[src/rtl/vga_pattern_gen.sv]
// VGA test-pattern burst generator: streams one frame of RGB565 words
// per accepted start pulse, paced by the memory-side wr_en handshake.
module vga_pattern_gen #(
  parameter int H_ACTIVE = 1024,
  parameter int LINES    = 40
) (
  input  logic        clk,
  input  logic        rst,
  input  logic        start_i,
  input  logic [1:0]  mode_i,
  input  logic        wr_en,
  output logic        data_en,
  output logic [15:0] dout,
  output logic        busy_o,
  output logic        done_o,
  output logic [7:0]  frame_cnt_o,
  output logic        overrun_o
);

  localparam int N   = H_ACTIVE * LINES;
  localparam int CW  = (N > 1) ? $clog2(N) : 1;
  localparam int BAR = H_ACTIVE / 8;
  localparam int BW  = (BAR > 1) ? $clog2(BAR) : 1;

  typedef enum logic [1:0] {IDLE, RUN, DONE} state_t;

  state_t          state_q, state_d;
  logic [1:0]      mode_q, mode_d;
  logic [10:0]     x_q, x_d;
  logic [7:0]      y_q, y_d;
  logic [CW-1:0]   cnt_q, cnt_d;
  logic [2:0]      bar_q, bar_d;
  logic [BW-1:0]   bcnt_q, bcnt_d;
  logic            data_en_q, data_en_d;
  logic [15:0]     dout_q, dout_d;
  logic            busy_q, busy_d;
  logic            done_q, done_d;
  logic [7:0]      frame_q, frame_d;
  logic            ovr_q, ovr_d;

  logic [15:0]     bar_rgb;
  logic [15:0]     pix;
  logic            x_last;
  logic            bcnt_last;
  logic            cnt_last;

  assign x_last    = (x_q == 11'(H_ACTIVE - 1));
  assign bcnt_last = (bcnt_q == BW'(BAR - 1));
  assign cnt_last  = (cnt_q == CW'(N - 1));

  always_comb begin
    bar_rgb = 16'h0000;
    unique case (bar_q)
      3'd0:    bar_rgb = 16'hFFFF;
      3'd1:    bar_rgb = 16'hFFE0;
      3'd2:    bar_rgb = 16'h07FF;
      3'd3:    bar_rgb = 16'h07E0;
      3'd4:    bar_rgb = 16'hF81F;
      3'd5:    bar_rgb = 16'hF800;
      3'd6:    bar_rgb = 16'h001F;
      default: bar_rgb = 16'h0000;
    endcase
  end

  always_comb begin
    pix = 16'h0000;
    unique case (mode_q)
      2'd0:    pix = bar_rgb;
      2'd1:    pix = {x_q[9:5], y_q[5:0], frame_q[4:0]};
      2'd2:    pix = (x_q[4] ^ y_q[4]) ? 16'hFFFF : 16'h0000;
      default: pix = {frame_q[4:0], 6'h00, ~frame_q[4:0]};
    endcase
  end

  always_comb begin
    state_d   = state_q;
    mode_d    = mode_q;
    x_d       = x_q;
    y_d       = y_q;
    cnt_d     = cnt_q;
    bar_d     = bar_q;
    bcnt_d    = bcnt_q;
    data_en_d = 1'b0;
    dout_d    = dout_q;
    done_d    = 1'b0;
    frame_d   = frame_q;
    ovr_d     = ovr_q;
    unique case (state_q)
      IDLE: begin
        if (start_i) begin
          state_d = RUN;
          mode_d  = mode_i;
          x_d     = '0;
          y_d     = '0;
          cnt_d   = '0;
          bar_d   = '0;
          bcnt_d  = '0;
        end
      end
      RUN: begin
        if (start_i) ovr_d = 1'b1;
        if (wr_en) begin
          data_en_d = 1'b1;
          dout_d    = pix;
          cnt_d     = cnt_q + 1'b1;
          if (x_last) begin
            x_d    = '0;
            y_d    = y_q + 8'd1;
            bar_d  = '0;
            bcnt_d = '0;
          end else begin
            x_d = x_q + 11'd1;
            if (bcnt_last) begin
              bcnt_d = '0;
              bar_d  = bar_q + 3'd1;
            end else begin
              bcnt_d = bcnt_q + 1'b1;
            end
          end
          if (cnt_last) state_d = DONE;
        end
      end
      DONE: begin
        if (start_i) ovr_d = 1'b1;
        done_d  = 1'b1;
        frame_d = frame_q + 8'd1;
        state_d = IDLE;
      end
      default: state_d = IDLE;
    endcase
    busy_d = (state_d == RUN);
  end

  always_ff @(posedge clk) begin
    if (rst) begin
      state_q   <= IDLE;
      mode_q    <= '0;
      x_q       <= '0;
      y_q       <= '0;
      cnt_q     <= '0;
      bar_q     <= '0;
      bcnt_q    <= '0;
      data_en_q <= 1'b0;
      dout_q    <= '0;
      busy_q    <= 1'b0;
      done_q    <= 1'b0;
      frame_q   <= '0;
      ovr_q     <= 1'b0;
    end else begin
      state_q   <= state_d;
      mode_q    <= mode_d;
      x_q       <= x_d;
      y_q       <= y_d;
      cnt_q     <= cnt_d;
      bar_q     <= bar_d;
      bcnt_q    <= bcnt_d;
      data_en_q <= data_en_d;
      dout_q    <= dout_d;
      busy_q    <= busy_d;
      done_q    <= done_d;
      frame_q   <= frame_d;
      ovr_q     <= ovr_d;
    end
  end

  assign data_en     = data_en_q;
  assign dout        = dout_q;
  assign busy_o      = busy_q;
  assign done_o      = done_q;
  assign frame_cnt_o = frame_q;
  assign overrun_o   = ovr_q;

endmodule

[config.mk]
export PLATFORM = sky130hd
export DESIGN_NAME = vga_pattern_gen
export DESIGN_NICKNAME = d
export VERILOG_FILES = /design/src/rtl/vga_pattern_gen.sv
export SDC_FILE = /design/constraint.sdc
export NUM_CORES = 1
export LEC_CHECK = 0
export CAP_MARGIN = 20
export CORE_UTILIZATION = 35
export CTS_CLUSTER_SIZE = 12
export DETAILED_ROUTE_END_ITERATION = 8
export GPL_TIMING_DRIVEN = 1
export PLACE_DENSITY = 0.58
export SETUP_SLACK_MARGIN = 0.15
export SYNTH_ARGS = -nofsm -noshare
export SYNTH_HDL_FRONTEND = slang
export SYNTH_SLANG_ARGS = --single-unit
[constraint.sdc]
create_clock -name clk -period 6.15 [get_ports clk]
set_clock_uncertainty 0.15 [all_clocks]
set_input_delay 0.615 -clock clk [delete_from_list [all_inputs] [get_ports clk]]
set_output_delay 0.615 -clock clk [all_outputs]
set_load 0.01 [all_outputs]
# Yosys cells after proc, flatten, opt, wreduce, memory -nomap -nowiden
# Cells that the tools add are included.
[op_classes]
n_reduce_logical = 12
eq_ne = 18
shift = 0
n_div = 0
order_cmp = 0
bitwise_logic = 3
addsub = 6
mux = 30
mul = 0
[op_table]
columns = ["operator", "count"]
rows = [
  ["case mux 16 bit (7 select lines)", 1],
  ["two-way mux 16 bit", 3],
  ["case mux 16 bit (3 select lines)", 1],
  ["two-way mux 11 bit", 3],
  ["case mux 16 bit (2 select lines)", 1],
  ["two-way mux 7 bit", 4],
  ["two-way mux 8 bit", 3],
  ["case mux 11 bit (2 select lines)", 1],
  ["adder 16 x 1 -> 16 bit (second input constant)", 1],
  ["adder 8 x 1 -> 8 bit (second input constant)", 2],
  ["== test 16 bit (second input constant)", 1],
  ["case mux 8 bit (2 select lines)", 1],
  ["case mux 7 bit (2 select lines)", 1],
  ["two-way mux 3 bit", 4],
  ["adder 11 x 1 -> 11 bit (second input constant)", 1],
  ["== test 11 x 10 -> 1 bit (second input constant)", 1],
  ["== test 3 bit (second input constant)", 3],
  ["AND reduction 4 bit", 2],
  ["adder 7 x 1 -> 7 bit (second input constant)", 1],
  ["== test 7 bit (second input constant)", 1],
  ["== test 2 x 1 -> 1 bit (second input constant)", 3],
  ["== test 3 x 2 -> 1 bit (second input constant)", 2],
  ["two-way mux 2 bit", 3],
  ["!= test 2 bit (second input constant)", 3],
  ["16 further kinds", 22],
]
[word_totals]
latch_bits = 0
input_bits = 6
register_bits = 77
romBits = 0
memories = 0
ram_bits = 0
wordCells = 82
output_inout_bits = 28

# Longest topological paths before layout
# Gate-level depths: netlist of the first run.
[depth]
depth_word = 5
ltp_mapped = 8
ltp_nobuf = 6

# Least setup slack after synthesis of the first run
# Ideal clock, no wire load.
[synth_path]
path_type = "register to register"
startpoint = "register state_q[0]"
endpoint = "register cnt_q[11]"
arrival_ps = 2124
path_stages_with_launch = 9
required_ps = 5930
setup_time_ps = 70
path_slack_ps = 3806
period_less_slack_ps = 2344
n_path_buf = 2
cell_sequence = "dfxtp_1 -> inv_1 -> ha_1 -> buf_4 -> mux2i_2 -> or4_4 -> buf_6 -> or4_1 -> a21oi_1"
[synth_between]
elab_chain_len = 3
word_cells_on_any_way = 7
classes_between = "eq/ne (3); mux (1); reduce/logical (3)"
[synth_rtl]
columns = ["item", "line", "text"]
rows = [
  ["start, declared", "27", "state_t state_q, state_d;"],
  ["start signal, assigned", "150", "state_q <= state_d;"],
  ["== test 2 x 1 -> 1 bit / zero test 2 bit (equally long branches)", "88", "unique case (state_q)"],
  ["!= test 2 bit (no source line) / nonzero test 2 bit (equally long branches)", "-", ""],
  ["AND reduction 3 bit (no source line)", "-", ""],
  ["end signal, assigned", "154", "cnt_q <= cnt_d;"],
  ["end, declared", "31", "logic [CW-1:0] cnt_q, cnt_d;"],
]
# Parallel ways exist; a longest one is shown, timed or not.
# A chain may end at the register's enable or synchronous reset.

# Final worst setup path of the first run
[layout_path]
startpoint = "register state_q[1]"
endpoint = "register bar_q[2]"
[layout_between]
elab_chain_len = 3
word_cells_on_any_way = 8
classes_between = "eq/ne (4); mux (1); reduce/logical (3)"
[layout_rtl]
columns = ["item", "line", "text"]
rows = [
  ["== test 2 x 1 -> 1 bit / zero test 2 bit (equally long branches)", "88", ""],
  ["!= test 3 bit (no source line), or another cell as far along", "-", ""],
  ["AND reduction 4 bit (no source line)", "-", ""],
  ["end signal, assigned", "155", "bar_q <= bar_d;"],
  ["end, declared", "32", "logic [2:0] bar_q, bar_d;"],
]
# Parallel ways exist; a longest one is shown, timed or not.

==> impl_metrics.toml, run 1 <==
[yosys]
ys_ff_latch = 75
syn_inst = 438
syn-num-nets = 457
synth_area_um2 = 3630
syn-mean-instance-area_um2 = 8.29
yosysUniqueCellTypes = 53
async_flop_share_pct = 0
yosysTopAreaCell = "dfxtp_1"
synth_top_area_share_pct = 41.4
ys_warn_count = 0
synth_edf_count = 0
ys.flop_type = "dfxtp_1"
synth.area.top_cells = "dfxtp_1, nand2_1, o21ai_0, ha_1, a21oi_1"
ys_seq_area_share_pct = 41.4

[timing]
fin_crit_ns = 3.01
hold_slack_ns = 0.300
fin_crit_sh_pct = 48.9
drv_slew = 0
tns_ns = 0
fmax_ghz = 0.332
finalHoldViolations = 0
rsz0062_at_grt = "false"
worst_pin_slew_ns = 1.00
setup_viol_count_final = 0
slew_headroom_pct = 33.0

[cells_and_area]
multi_input_area_um2 = 1980
layout-drive-gt1-share_pct = 5.58
register_area_um2 = 1500
diodes = 0
fill_cells = 1019
nets = 480
area_growth_pct = 17.5

[drt]
drt-initial-drc-count = 203
drtPass1Iterations = 4
viasPerCell = 5.37
drc = 0
drtAntennaViolNets = 0
vias = 3219
wl_um = 8900
wl_per_cell_um = 14.9

[setup_path]
end_kind = "flip-flop"
crit_path_max_fanout = 18
path_class = "flip-flop to flip-flop"
r2r_setup_slack_ns = 3.14
cp.arrival_ns = 3.16
setup.worst_path.start_class = "flip-flop"
cp.required_ns = 6.30

[floorplanning]
ios = 34
die_h_um = 104
core_um2 = 9910
die_w_um = 104
start_util_pct = 36.6
num_rows = 36
die-area_um2 = 10800

[global_routing]
grt_pass1_wl_um = 14700
track_usage_pct = 16.9
grt_max_degree = 34
antenna_found_initial = 0
grt_pass1_vias = 2891
overflow = 0

[clocking]
clock_sinks = 75
cts.repair.resized = 0
cts_buffers = 9
cts_max_path_buffers = 2
cts_tree = "built"
postCtsSetupBuffers = 0
h-tree-depth = 3
ctsHoldBuffers = 0
clkTransAtPathRegs_ns = 0.08
root_buffer = "clkbuf_8"
insertion_delay_ns = 0.35

[worst_hold_path]
hold_path.class = "flip-flop to flip-flop"

[placed_design]
port_buffers = 33
gp_congestion = 0.781
place_hpwl_um = 6270

[power_and_ir_drop]
powerDensity_nw_per_um2 = 242
p_leak_uw = 0.00143
max-vdd-ir-drop_uv = 136

[outcome]
status = "complete, no violations"

[flow_run]
cap_violations = 0
-- cell usage in the layout (no fill, tap or decap), types with 9 or more instances in the layout --
cell and n:
dfxtp_1 75, nand2_1 54, nor2_1 35, o21ai_0 35, clkdlybuf4s50_1 33, a21oi_1 32
nand3_1 18, inv_1 14, xor2_1 13, ha_1 13, xnor2_1 12, or4_1 10
nor3_1 10, nand4_1 9, clkbuf_8 9
-- state kept, by name, indices dropped and copies added (netlist names) --
name         flops
done_o           1
cnt_q           16
data_en          1
dout            16
overrun_o        1
busy_o           1
bar_q            3
mode_q           2
x_q             11
state_q          2
frame_cnt_o      8
y_q              6
bcnt_q           7
-- logic make-up after synthesis --
group	count (synthesis)	synth area share [%]
mux	4	1.27
xor+xnor	25	6.03
simple gates	177	24.3
fa+ha+maj	13	4.48
buf+inv	37	4.17
compound gates	107	18.4
flops	75	41.4
-- cell usage after synthesis, drive strengths merged (3+ instances only) --
cell and instances:
o21ai 36, inv 14, a21oi 32, xnor2 12, nor3 10, nor4 7, clkbuf 17, or4 11
and2 7, buf 6, nor2 35, ha 13, dfxtp 75, nor2b 5, nand3 18, nand2b 3
nand2 54, a2bb2oi 5, and3 4, xor2 13, nand4 10, o31ai 8, or3 8
-- metal layers --
layer | share of wire (%) | GRT usage (%) | routed length [um]
met1 | 52 | 25.0 | 4650
met2 | 43 | 25.1 | 3840
met3 | 3.3 | 2.82 | 296
met4 | 1.2 | 4.90 | 104
met5 | 0 | 0 | 0
-- area by class of cell --
| class | instances | share of cell area, % |
|---|---|---|
| Inverter | 14 | 1.23 |
| Clock buffer | 10 | 2.99 |
| Clock inverter | 6 | 2.11 |
| Sequential cell | 75 | 35.2 |
| Timing Repair Buffer | 35 | 8.10 |
| Multi-Input combinational cell | 326 | 46.5 |
| Tap cell | 133 | 3.90 |
-- through the flow --
step	setup WS, ns	total power, uW	util, %	instances	area (um2)
after floorplan	3.81	579	-	438	3630
after global placement	3.13	618	40.8	583	4050
after detailed placement	3.06	619	40.8	583	4050
after CTS	3.18	1040	43.0	599	4270
after global routing	2.87	1070	43.0	599	4270
final	3.14	1030	43.0	599	4270
-- power by group --
part	leakage [uW]	switching (uW)	internal, uW
Combinational	0.000721	59.9	39.2
Clock	0.000106	196	230
Sequential	0.000607	11.3	497
Total	0.00143	267	766
-- worst max-delay path, cell delays in order, from the launching register on --
cell and delay (ns):
dfxtp_1 0.34, inv_1 0.08, ha_1 0.57, nor2b_1 0.84
nor4_1 0.22, a2111oi_2 0.54, a22o_1 0.23
-- final timing paths --
path,from,end,cells past startpoint
worst min register to register,x_q[10],x_q[10],2
worst min-delay path,x_q[10],x_q[10],2
worst max register to register,state_q[1],bar_q[2],6
worst max-delay path,state_q[1],bar_q[2],6
No activity file was read; power rests on OpenSTA's default activity.
==> run 2: changes to the inputs <==
- PLACE_DENSITY: 0.58 -> 0.6
- clock period: 6.15 -> 2.5 ns (I/O delays scaled with it)
==> impl_metrics.toml, run 2 (synthesis gave the netlist of run 1 again) <==
[clocking]
insertion_delay_ns = 0.35
h-tree-depth = 3
postCtsSetupBuffers = 0
cts_buffers = 9
clock_sinks = 75
cts_max_path_buffers = 2
root_buffer = "clkbuf_8"
clkTransAtPathRegs_ns = 0.08
cts_tree = "built"
ctsHoldBuffers = 0

[outcome]
status = "complete, no violations"

[timing]
fin_crit_sh_pct = 90.2
worst_pin_slew_ns = 0.657
drv_slew = 0
rsz0062_at_grt = "false"
fin_crit_ns = 2.26
finalHoldViolations = 0
final.setup.worst_slack_ns = 0.245
slew_headroom_pct = 56.1
fmax_ghz = 0.443
setup_viol_count_final = 0
tns_ns = 0

[setup_path]
crit_path_max_fanout = 6
crit_family = "simple AND/OR/NAND/NOR gates"
cpMaxStageDelayCell = "or4_4"
path_cells = "inv_1 > ha_2 > mux2i_2 > or4_4 > or4_1 > a21oi_1"
cp.arrival_ns = 2.39
critPathMaxStageDelay_ns = 0.59
cp.required_ns = 2.64
critPathBufInv = 1
path_class = "flip-flop to flip-flop"
setup.worst_path.start_class = "flip-flop"
end_kind = "flip-flop"

[floorplanning]
die_h_um = 104
core_um2 = 9910
die_w_um = 104
ios = 34
start_util_pct = 36.6
num_rows = 36
die-area_um2 = 10800

[drt]
vias = 3232
wl_um = 8840
drtPass1Iterations = 4
drt-initial-drc-count = 181
drc = 0
viasPerCell = 5.26
wl_per_cell_um = 14.4
drtAntennaViolNets = 0

[global_routing]
track_usage_pct = 17.4
grt_pass1_wl_um = 15200
antenna_found_initial = 0
grt_pass1_vias = 3147
overflow = 0
grt_max_degree = 23

[placed_design]
port_buffers = 33
dp_slack_ns = 0.0511
place_hpwl_um = 6380
gp_congestion = 0.747

[cells_and_area]
final_cell_mix = "dfxtp_1, nand2_1, o21ai_0"
fill_cells = 1024
diodes = 0
final_common_cell = "dfxtp_1"
layout-drive-gt1-share_pct = 9.96
area_growth_pct = 22.2
nets = 496

[power_and_ir_drop]
p_leak_uw = 0.00152
max-vdd-ir-drop_uv = 273
powerDensity_nw_per_um2 = 582

[worst_hold_path]
hold_path.class = "primary input to flip-flop"

[flow_run]
cap_violations = 0
run 2: cell types whose count changed in the layout (fill, tap and decap cells not counted), sizes merged:
cell / previous run / this run
clkbuf: 10 / 12
or4: 11 / 12
clkinv: 3 / 1
buf: 2 / 17
run 2: path summary, 6_finish.rpt:
check | slack (ns) | cells after the start | to | from
max | 0.24 | 6 | cnt_q[15] | state_q[0]
min | 0.30 | 3 | mode_q[0] | mode_i[0]
max reg2reg | 0.24 | 6 | cnt_q[15] | state_q[0]
min reg2reg | 0.31 | 2 | dout[13] | dout[13]
run 2: timing repair:
action                     in CTS  in global routing
setup endpoints to repair       6                 20
resized for setup               2                  6
gates cloned                    0                  1
pin swaps                       1                  2
run 2: tightest hold or removal path, stage by stage:
cell and delay, ns:
clkdlybuf4s50_1 0.40, nand2_1 0.06, a21oi_1 0.05
run 2: area by class of cell:
class                   instances  area [um2]  area share, %
multi-input cells             327        2010           45.4
flip-flops and latches         75        1500           33.9
repair buffers                 50         470           10.6
well taps                     133         166           3.75
clock buffers                  12         155           3.50
clock inverters                 4        72.6           1.64
inverters                      14        52.6           1.18
run 2: stage by stage:
step	hold slack, ns	total power (uW)	util, %	area [um2]	std cells
final	0.301	2580	44.8	4440	615
after global routing	0.323	2680	44.8	4440	615
after CTS	0.294	2600	44.5	4410	614
after detailed placement	0.298	1540	42.1	4170	598
after global placement	0.302	1540	42.1	4170	598
after floorplan	0.236	1420	-	3630	438
run 2: layer usage:
metal  track usage (%)  vias to the layer above  routed length, um
met5                 0                        -                  0
met4              7.24                        0                144
met3              2.38                       10                384
met2              27.3                       69               3960
met1              23.9                     1501               4350
li1                  -                     1652                  -
run 2: power breakdown:
group          internal (uW)  leakage (uW)  total (uW)  switching, uW
registers               1220      0.000608        1250           26.5
logic                    115      0.000799         268            153
clock network            616      0.000113        1060            449
